--- src/rtl/mem_wb_stage_if.sv ---
// MEM/WB stage bus: memory-stage inputs, pipeline control and writeback outputs.
//   master : MEM-stage side, drives EX_MEM_* fields, load data and stall/flush/clear
//   slave  : the MEM/WB register, drives MEM_WB_* fields and the retire count
interface mem_wb_stage_if;
    localparam int unsigned DATA_W = 32;
    localparam int unsigned REG_W  = 5;

    logic                MEM_Stall;
    logic                MEM_Flush;
    logic                EX_MEM_Valid;
    logic [DATA_W-1:0]   EX_MEM_ALUResult;
    logic [DATA_W-1:0]   MEM_ReadData;
    logic                EX_MEM_MemToReg;
    logic                EX_MEM_RegWrite;
    logic [REG_W-1:0]    EX_MEM_WriteReg;
    logic                WB_CountClr;
    logic [DATA_W-1:0]   MEM_WB_WriteData;
    logic [REG_W-1:0]    MEM_WB_WriteReg;
    logic                MEM_WB_RegWrite;
    logic                MEM_WB_Valid;
    logic [DATA_W-1:0]   MEM_WB_ALUResult;
    logic [DATA_W-1:0]   WB_RetireCount;

    modport master (
        output MEM_Stall, MEM_Flush, EX_MEM_Valid, EX_MEM_ALUResult, MEM_ReadData,
               EX_MEM_MemToReg, EX_MEM_RegWrite, EX_MEM_WriteReg, WB_CountClr,
        input  MEM_WB_WriteData, MEM_WB_WriteReg, MEM_WB_RegWrite, MEM_WB_Valid,
               MEM_WB_ALUResult, WB_RetireCount
    );

    modport slave (
        input  MEM_Stall, MEM_Flush, EX_MEM_Valid, EX_MEM_ALUResult, MEM_ReadData,
               EX_MEM_MemToReg, EX_MEM_RegWrite, EX_MEM_WriteReg, WB_CountClr,
        output MEM_WB_WriteData, MEM_WB_WriteReg, MEM_WB_RegWrite, MEM_WB_Valid,
               MEM_WB_ALUResult, WB_RetireCount
    );
endinterface

--- src/rtl/mem_wb_stage.sv ---
// MEM/WB pipeline register with writeback data select, stall (hold) and flush (bubble).
// Ports:
//   Clk  - core clock, rising edge
//   Rst  - asynchronous active-low reset
//   bus  - mem_wb_stage_if.slave: EX_MEM_* / MEM_ReadData / stall / flush / count-clear in,
//          MEM_WB_WriteData/WriteReg/RegWrite/Valid/ALUResult and WB_RetireCount out
// Build option: define MEMWB_RETIRE_CNT_EN to build the retired-instruction counter;
// otherwise WB_RetireCount is tied to zero and WB_CountClr is ignored.
module mem_wb_stage #(
    parameter logic [31:0] RESET_PC_TAG = 32'h0000_0000
) (
    input logic          Clk,
    input logic          Rst,
    mem_wb_stage_if.slave bus
);
    localparam int unsigned DATA_W = 32;
    localparam int unsigned REG_W  = 5;

    // Slot occupancy; MEM_WB_Valid is the state itself
    localparam logic [0:0] ST_EMPTY = 1'b0;
    localparam logic [0:0] ST_FULL  = 1'b1;

    logic [0:0]        state_q,  state_d;
    logic [DATA_W-1:0] wdata_q,  wdata_d;
    logic [REG_W-1:0]  wreg_q,   wreg_d;
    logic              regwr_q,  regwr_d;
    logic [DATA_W-1:0] alures_q, alures_d;
    logic              capture_c;

    // Flush beats stall; a plain capture only happens with neither asserted
    assign capture_c = !bus.MEM_Flush && !bus.MEM_Stall;

    // Next-state / next-data selection
    always_comb begin
        state_d  = state_q;
        wdata_d  = wdata_q;
        wreg_d   = wreg_q;
        regwr_d  = regwr_q;
        alures_d = alures_q;
        if (bus.MEM_Flush) begin
            state_d  = ST_EMPTY;
            wdata_d  = '0;
            wreg_d   = '0;
            regwr_d  = 1'b0;
            alures_d = '0;
        end else if (capture_c) begin
            state_d  = bus.EX_MEM_Valid ? ST_FULL : ST_EMPTY;
            wdata_d  = bus.EX_MEM_MemToReg ? bus.MEM_ReadData : bus.EX_MEM_ALUResult;
            wreg_d   = bus.EX_MEM_WriteReg;
            alures_d = bus.EX_MEM_ALUResult;
            // $zero is never written, so the enable is suppressed here rather than in the RF
            regwr_d  = bus.EX_MEM_RegWrite && bus.EX_MEM_Valid &&
                       (bus.EX_MEM_WriteReg != REG_W'(0));
        end
    end

    // Pipeline register
    always_ff @(posedge Clk or negedge Rst) begin
        if (!Rst) begin
            state_q  <= ST_EMPTY;
            wdata_q  <= '0;
            wreg_q   <= '0;
            regwr_q  <= 1'b0;
            alures_q <= RESET_PC_TAG;
        end else begin
            state_q  <= state_d;
            wdata_q  <= wdata_d;
            wreg_q   <= wreg_d;
            regwr_q  <= regwr_d;
            alures_q <= alures_d;
        end
    end

    assign bus.MEM_WB_WriteData = wdata_q;
    assign bus.MEM_WB_WriteReg  = wreg_q;
    assign bus.MEM_WB_RegWrite  = regwr_q;
    assign bus.MEM_WB_Valid     = (state_q == ST_FULL);
    assign bus.MEM_WB_ALUResult = alures_q;

`ifdef MEMWB_RETIRE_CNT_EN
    logic [DATA_W-1:0] cnt_q;

    // Retire counter: clear wins, works under stall/flush; wraps naturally
    always_ff @(posedge Clk or negedge Rst) begin
        if (!Rst) begin
            cnt_q <= '0;
        end else if (bus.WB_CountClr) begin
            cnt_q <= '0;
        end else if (capture_c && bus.EX_MEM_Valid) begin
            cnt_q <= cnt_q + DATA_W'(1);
        end
    end

    assign bus.WB_RetireCount = cnt_q;
`else
    logic unused_count_clr;
    assign unused_count_clr   = bus.WB_CountClr;
    assign bus.WB_RetireCount = '0;
`endif
endmodule

--- src/flat_wrapper.sv ---
// flat-port wrapper written by rule: the top's interface ports become plain ports
module mem_wb_stage_flat 
#(
    parameter logic [31:0] RESET_PC_TAG = 32'h0000_0000
)
  (Clk, Rst, bus_MEM_Stall, bus_MEM_Flush, bus_EX_MEM_Valid, bus_EX_MEM_ALUResult, bus_MEM_ReadData, bus_EX_MEM_MemToReg, bus_EX_MEM_RegWrite, bus_EX_MEM_WriteReg, bus_WB_CountClr, bus_MEM_WB_WriteData, bus_MEM_WB_WriteReg, bus_MEM_WB_RegWrite, bus_MEM_WB_Valid, bus_MEM_WB_ALUResult, bus_WB_RetireCount);
  mem_wb_stage_if bus_i ();
  input logic Clk;
  input logic Rst;
  input wire logic [$bits(bus_i.MEM_Stall)-1:0] bus_MEM_Stall;
  input wire logic [$bits(bus_i.MEM_Flush)-1:0] bus_MEM_Flush;
  input wire logic [$bits(bus_i.EX_MEM_Valid)-1:0] bus_EX_MEM_Valid;
  input wire logic [$bits(bus_i.EX_MEM_ALUResult)-1:0] bus_EX_MEM_ALUResult;
  input wire logic [$bits(bus_i.MEM_ReadData)-1:0] bus_MEM_ReadData;
  input wire logic [$bits(bus_i.EX_MEM_MemToReg)-1:0] bus_EX_MEM_MemToReg;
  input wire logic [$bits(bus_i.EX_MEM_RegWrite)-1:0] bus_EX_MEM_RegWrite;
  input wire logic [$bits(bus_i.EX_MEM_WriteReg)-1:0] bus_EX_MEM_WriteReg;
  input wire logic [$bits(bus_i.WB_CountClr)-1:0] bus_WB_CountClr;
  output wire logic [$bits(bus_i.MEM_WB_WriteData)-1:0] bus_MEM_WB_WriteData;
  output wire logic [$bits(bus_i.MEM_WB_WriteReg)-1:0] bus_MEM_WB_WriteReg;
  output wire logic [$bits(bus_i.MEM_WB_RegWrite)-1:0] bus_MEM_WB_RegWrite;
  output wire logic [$bits(bus_i.MEM_WB_Valid)-1:0] bus_MEM_WB_Valid;
  output wire logic [$bits(bus_i.MEM_WB_ALUResult)-1:0] bus_MEM_WB_ALUResult;
  output wire logic [$bits(bus_i.WB_RetireCount)-1:0] bus_WB_RetireCount;
  assign bus_i.MEM_Stall = bus_MEM_Stall;
  assign bus_i.MEM_Flush = bus_MEM_Flush;
  assign bus_i.EX_MEM_Valid = bus_EX_MEM_Valid;
  assign bus_i.EX_MEM_ALUResult = bus_EX_MEM_ALUResult;
  assign bus_i.MEM_ReadData = bus_MEM_ReadData;
  assign bus_i.EX_MEM_MemToReg = bus_EX_MEM_MemToReg;
  assign bus_i.EX_MEM_RegWrite = bus_EX_MEM_RegWrite;
  assign bus_i.EX_MEM_WriteReg = bus_EX_MEM_WriteReg;
  assign bus_i.WB_CountClr = bus_WB_CountClr;
  assign bus_MEM_WB_WriteData = bus_i.MEM_WB_WriteData;
  assign bus_MEM_WB_WriteReg = bus_i.MEM_WB_WriteReg;
  assign bus_MEM_WB_RegWrite = bus_i.MEM_WB_RegWrite;
  assign bus_MEM_WB_Valid = bus_i.MEM_WB_Valid;
  assign bus_MEM_WB_ALUResult = bus_i.MEM_WB_ALUResult;
  assign bus_WB_RetireCount = bus_i.WB_RetireCount;
  mem_wb_stage #(.RESET_PC_TAG(RESET_PC_TAG)) u_core (.Clk(Clk), .Rst(Rst), .bus(bus_i));
endmodule
--- config.mk ---
export PLATFORM = sky130hd
export DESIGN_NAME = mem_wb_stage_flat
export DESIGN_NICKNAME = d
export VERILOG_FILES = /design/src/rtl/mem_wb_stage_if.sv /design/src/rtl/mem_wb_stage.sv /design/src/flat_wrapper.sv
export SDC_FILE = /design/constraint.sdc
export NUM_CORES = 1
export LEC_CHECK = 0
export BUFFER_PORTS_ARGS = -buffer_cell sky130_fd_sc_hd__buf_2
export CORE_MARGIN = 2
export CORE_UTILIZATION = 46
export DETAILED_ROUTE_END_ITERATION = 7
export GPL_TIMING_DRIVEN = 0
export PLACE_DENSITY = 0.87
export SLEW_MARGIN = 20
export SYNTH_ARGS = -nofsm -noshare
export SYNTH_HDL_FRONTEND = slang
export SYNTH_SLANG_ARGS = --single-unit
--- constraint.sdc ---
create_clock -name Clk -period 0.8 [get_ports Clk]
set_input_delay 0.16 -clock Clk [delete_from_list [all_inputs] [get_ports Clk]]
set_output_delay 0.16 -clock Clk [all_outputs]
set_load 0.03 [all_outputs]
==> flow_metrics.py <==
metrics = {
    "logic_synthesis": {
        "syn_area_per_cell_um2": 12.1,
        "synth.mux.area_fraction_pct": 32.2,
        "yosys.area_share.adder_pct": 0,
        "yosys.area_share.simple_pct": 7.82,
        "yosys_warnings": 0,
        "synth-xor-area-share_pct": 0,
        "synth_cells": 301,
        "yosys.cell_types.count": 15,
        "ys_ff_latch": 71,
        "synth_compound_area_share_pct": 0.240,
        "seq_area_frac_synth_pct": 48.7,
        "synth_top_family_by_area": "multiplexers",
        "synth_area_um2": 3650,
    },
    "floorplanning": {
        "die_area_um2": 8660,
        "rows": 32,
        "coreArea_um2": 7690,
        "die_width_um": 93.0,
        "start_util_pct": 47.4,
        "die_h_um": 93.0,
        "ios": 180,
    },
    "layout": {
        "syn_to_final_growth_pct": 54.0,
        "drive_above_1_share_pct": 52.7,
        "fin_area_um2": 5620,
        "num_antenna_cells": 0,
        "final_nets": 592,
    },
    "detailed_routing": {
        "vias": 2907,
        "firstDrtPassIters": 4,
        "via_per_inst": 4.67,
        "ant_nets": 0,
        "routed_wl_um": 9940,
        "drt_iter0_drc": 99,
        "post_drt_wl_per_cell_um": 16.0,
        "drc": 0,
    },
    "critical_path": {
        "crit_required_ps": 640,
        "r2r_end": "u_core.bus.MEM_WB_WriteData[22]",
        "critPathMaxFanout": 2,
        "r2r_cells": 4,
        "slowest_delay_ps": 420,
        "reg2reg_setup_slack_ps": -130,
        "crit_family": "flip-flops",
        "worst_path_max_delay_cell": "dfrtp_1",
        "crit_chain": "buf_6",
        "r2r-start": "u_core.bus.MEM_WB_WriteData[22]",
        "path_depth": 1,
        "crit_start": "u_core.bus.MEM_WB_WriteData[19]",
        "worstSetupStartpointType": "register",
        "arrival_ps": 900,
        "worstSetupPathType": "reg2out",
        "worstSetupEndpoint": "bus_MEM_WB_WriteData[19]",
        "critPathBufInv": 1,
        "setup.worst_path.end_class": "primary output",
    },
    "clock_tree": {
        "clk_pin_slew_ps": 80,
        "h-tree-depth": 3,
        "worstSkewPairLatency_ps": 330,
        "clockBufferDepth": 2,
        "tritoncts": "yes",
        "root_buffer": "clkbuf_8",
        "clock_sinks": 71,
        "numCtsBuffers": 9,
    },
    "sta": {
        "slew_violations": 0,
        "hold_violations": 36,
        "finalWorstSetupSlack_ps": -258,
        "finalCritPeriodShare_pct": 132,
        "worst_clock_skew_ps": 0,
        "rsz0062_at_grt": "true",
        "period_minus_slack_ps": 1060,
        "finalSetupViolCount": 97,
        "fin_hold_ws_ps": -222,
        "max_freq_ghz": 0.945,
    },
    "power_and_ir_drop": {
        "p_leak_nw": 3.14,
        "power_density_nw_per_um2": 1760,
        "ir_worst_vdd_mv": 1.32,
    },
    "global_routing": {
        "grt_max_degree": 38,
        "grt_pass1_vias": 3042,
        "grt.overflow.total": 0,
        "antenna_found_initial": 0,
        "grt_util_all_layers_pct": 22.4,
        "grt_pass1_wl_um": 15100,
    },
    "place": {
        "gp_congestion": 0.780,
        "place_ws_ps": -438,
        "place_area_um2": 4680,
        "dpl.hpwl_um": 6680,
        "io_buffers": 143,
    },
    "status": {
        "violations": "negative hold slack, negative setup slack",
        "status": "finished, violations left",
    },
    "min_path": {
        "hold_path.class": "in2async",
    },
    "job": {
        "drv_cap": 0,
    },
}
[sequential cells by signal (all words and copies together) (netlist names)]
signal	flops
u_core.bus.MEM_WB_RegWrite	1
u_core.bus.MEM_WB_Valid	1
u_core.bus.MEM_WB_ALUResult	32
u_core.bus.MEM_WB_WriteData	32
u_core.bus.MEM_WB_WriteReg	5
[worst min-delay path by stage]
stage	startpoint	to
after floorplan	Rst	u_core.bus.MEM_WB_ALUResult[0]
after global placement	bus_EX_MEM_ALUResult[6]	u_core.bus.MEM_WB_ALUResult[6]
after detailed placement	Rst	u_core.bus.MEM_WB_WriteData[20]
after CTS	Rst	u_core.bus.MEM_WB_WriteData[20]
after global routing	Rst	u_core.bus.MEM_WB_WriteData[21]
final	Rst	u_core.bus.MEM_WB_WriteData[21]
[per-layer routing]
layer	part of all wire [%]	track usage [%]	routed length, um
met5	0	0	0
met4	1.2	6.00	116
met3	5.1	4.03	503
met2	54	42.0	5350
met1	40	26.3	3970
[timing repair]
| action | 4_1_cts | 5_1_grt |
|---|---|---|
| setup buffers | 14 | 18 |
| pin swaps | 0 | 12 |
| setup endpoints to repair | 88 | 86 |
| gates resized for setup | 147 | 11 |
| hold endpoints to repair | 36 | 36 |
[report_power, final]
group          switching [mW]  internal [mW]  total (mW)
clock network            1.35           1.92        3.27
registers               0.174           3.80        3.98
logic                    1.37           1.25        2.62
total                    2.89           6.98        9.87
[logic make-up (layout without fill, tap and decap cells)]
kind of cell,Yosys count,count (layout)
mux,102,102
other cells,1,32
buf+inv,52,240
compound gates,1,1
flops,71,71
simple gates,74,74
[final cells by class]
cell class / instances / area (um^2)
clock buffers: 11 / 151
multi-input cells: 209 / 1600
flip-flops and latches: 71 / 1780
plain buffers: 52 / 454
clock inverters: 5 / 80.1
well taps: 102 / 128
repair buffers: 172 / 1430
fillers: 531 / 2070
[layout by cell type, fill, tap and decap left out]
master,count
buf_2,71
clkinv_2,1
nand2_1,1
buf_8,3
dfrtp_1,71
or4_4,1
clkbuf_8,11
mux2i_1,70
clkinvlp_4,2
mux2_4,30
nand3b_1,1
clkbuf_2,8
conb_1,32
bufinv_16,2
nor2_4,1
mux2_2,2
o41ai_1,1
nor2_1,70
buf_12,5
buf_6,83
buf_4,54
[cell usage after synthesis]
| cell type | count | area share, % |
|---|---|---|
| dfrtp_1 | 71 | 49 |
| nor2_1 | 71 | 7.3 |
| mux2i_1 | 70 | 19 |
| buf_4 | 39 | 8.0 |
| mux2_4 | 30 | 12 |
| clkbuf_1 | 8 | 0.82 |
| buf_12 | 3 | 1.6 |
| mux2_2 | 2 | 0.62 |
| buf_2 | 1 | 0.14 |
| buf_6 | 1 | 0.31 |
| conb_1 | 1 | 0.10 |
| nand2_1 | 1 | 0.10 |
| nand3b_1 | 1 | 0.21 |
| o41ai_1 | 1 | 0.24 |
| or4_1 | 1 | 0.21 |
[through the flow]
stage	setup TNS [ps]	hold WS [ps]	instances	total power, mW	util (%)
3_3_place_gp	-76310	414	577	6.10	60.6
3_5_place_dp	-20530	157	578	6.17	60.9
2_1_floorplan	-5810	-136	332	5.50	-
4_1_cts	-18030	-214	608	9.80	71.2
6_report	-17870	-222	622	9.87	73.0
5_1_grt	-21100	-201	622	10.3	73.0
Power figures use the tool's default switching activity.
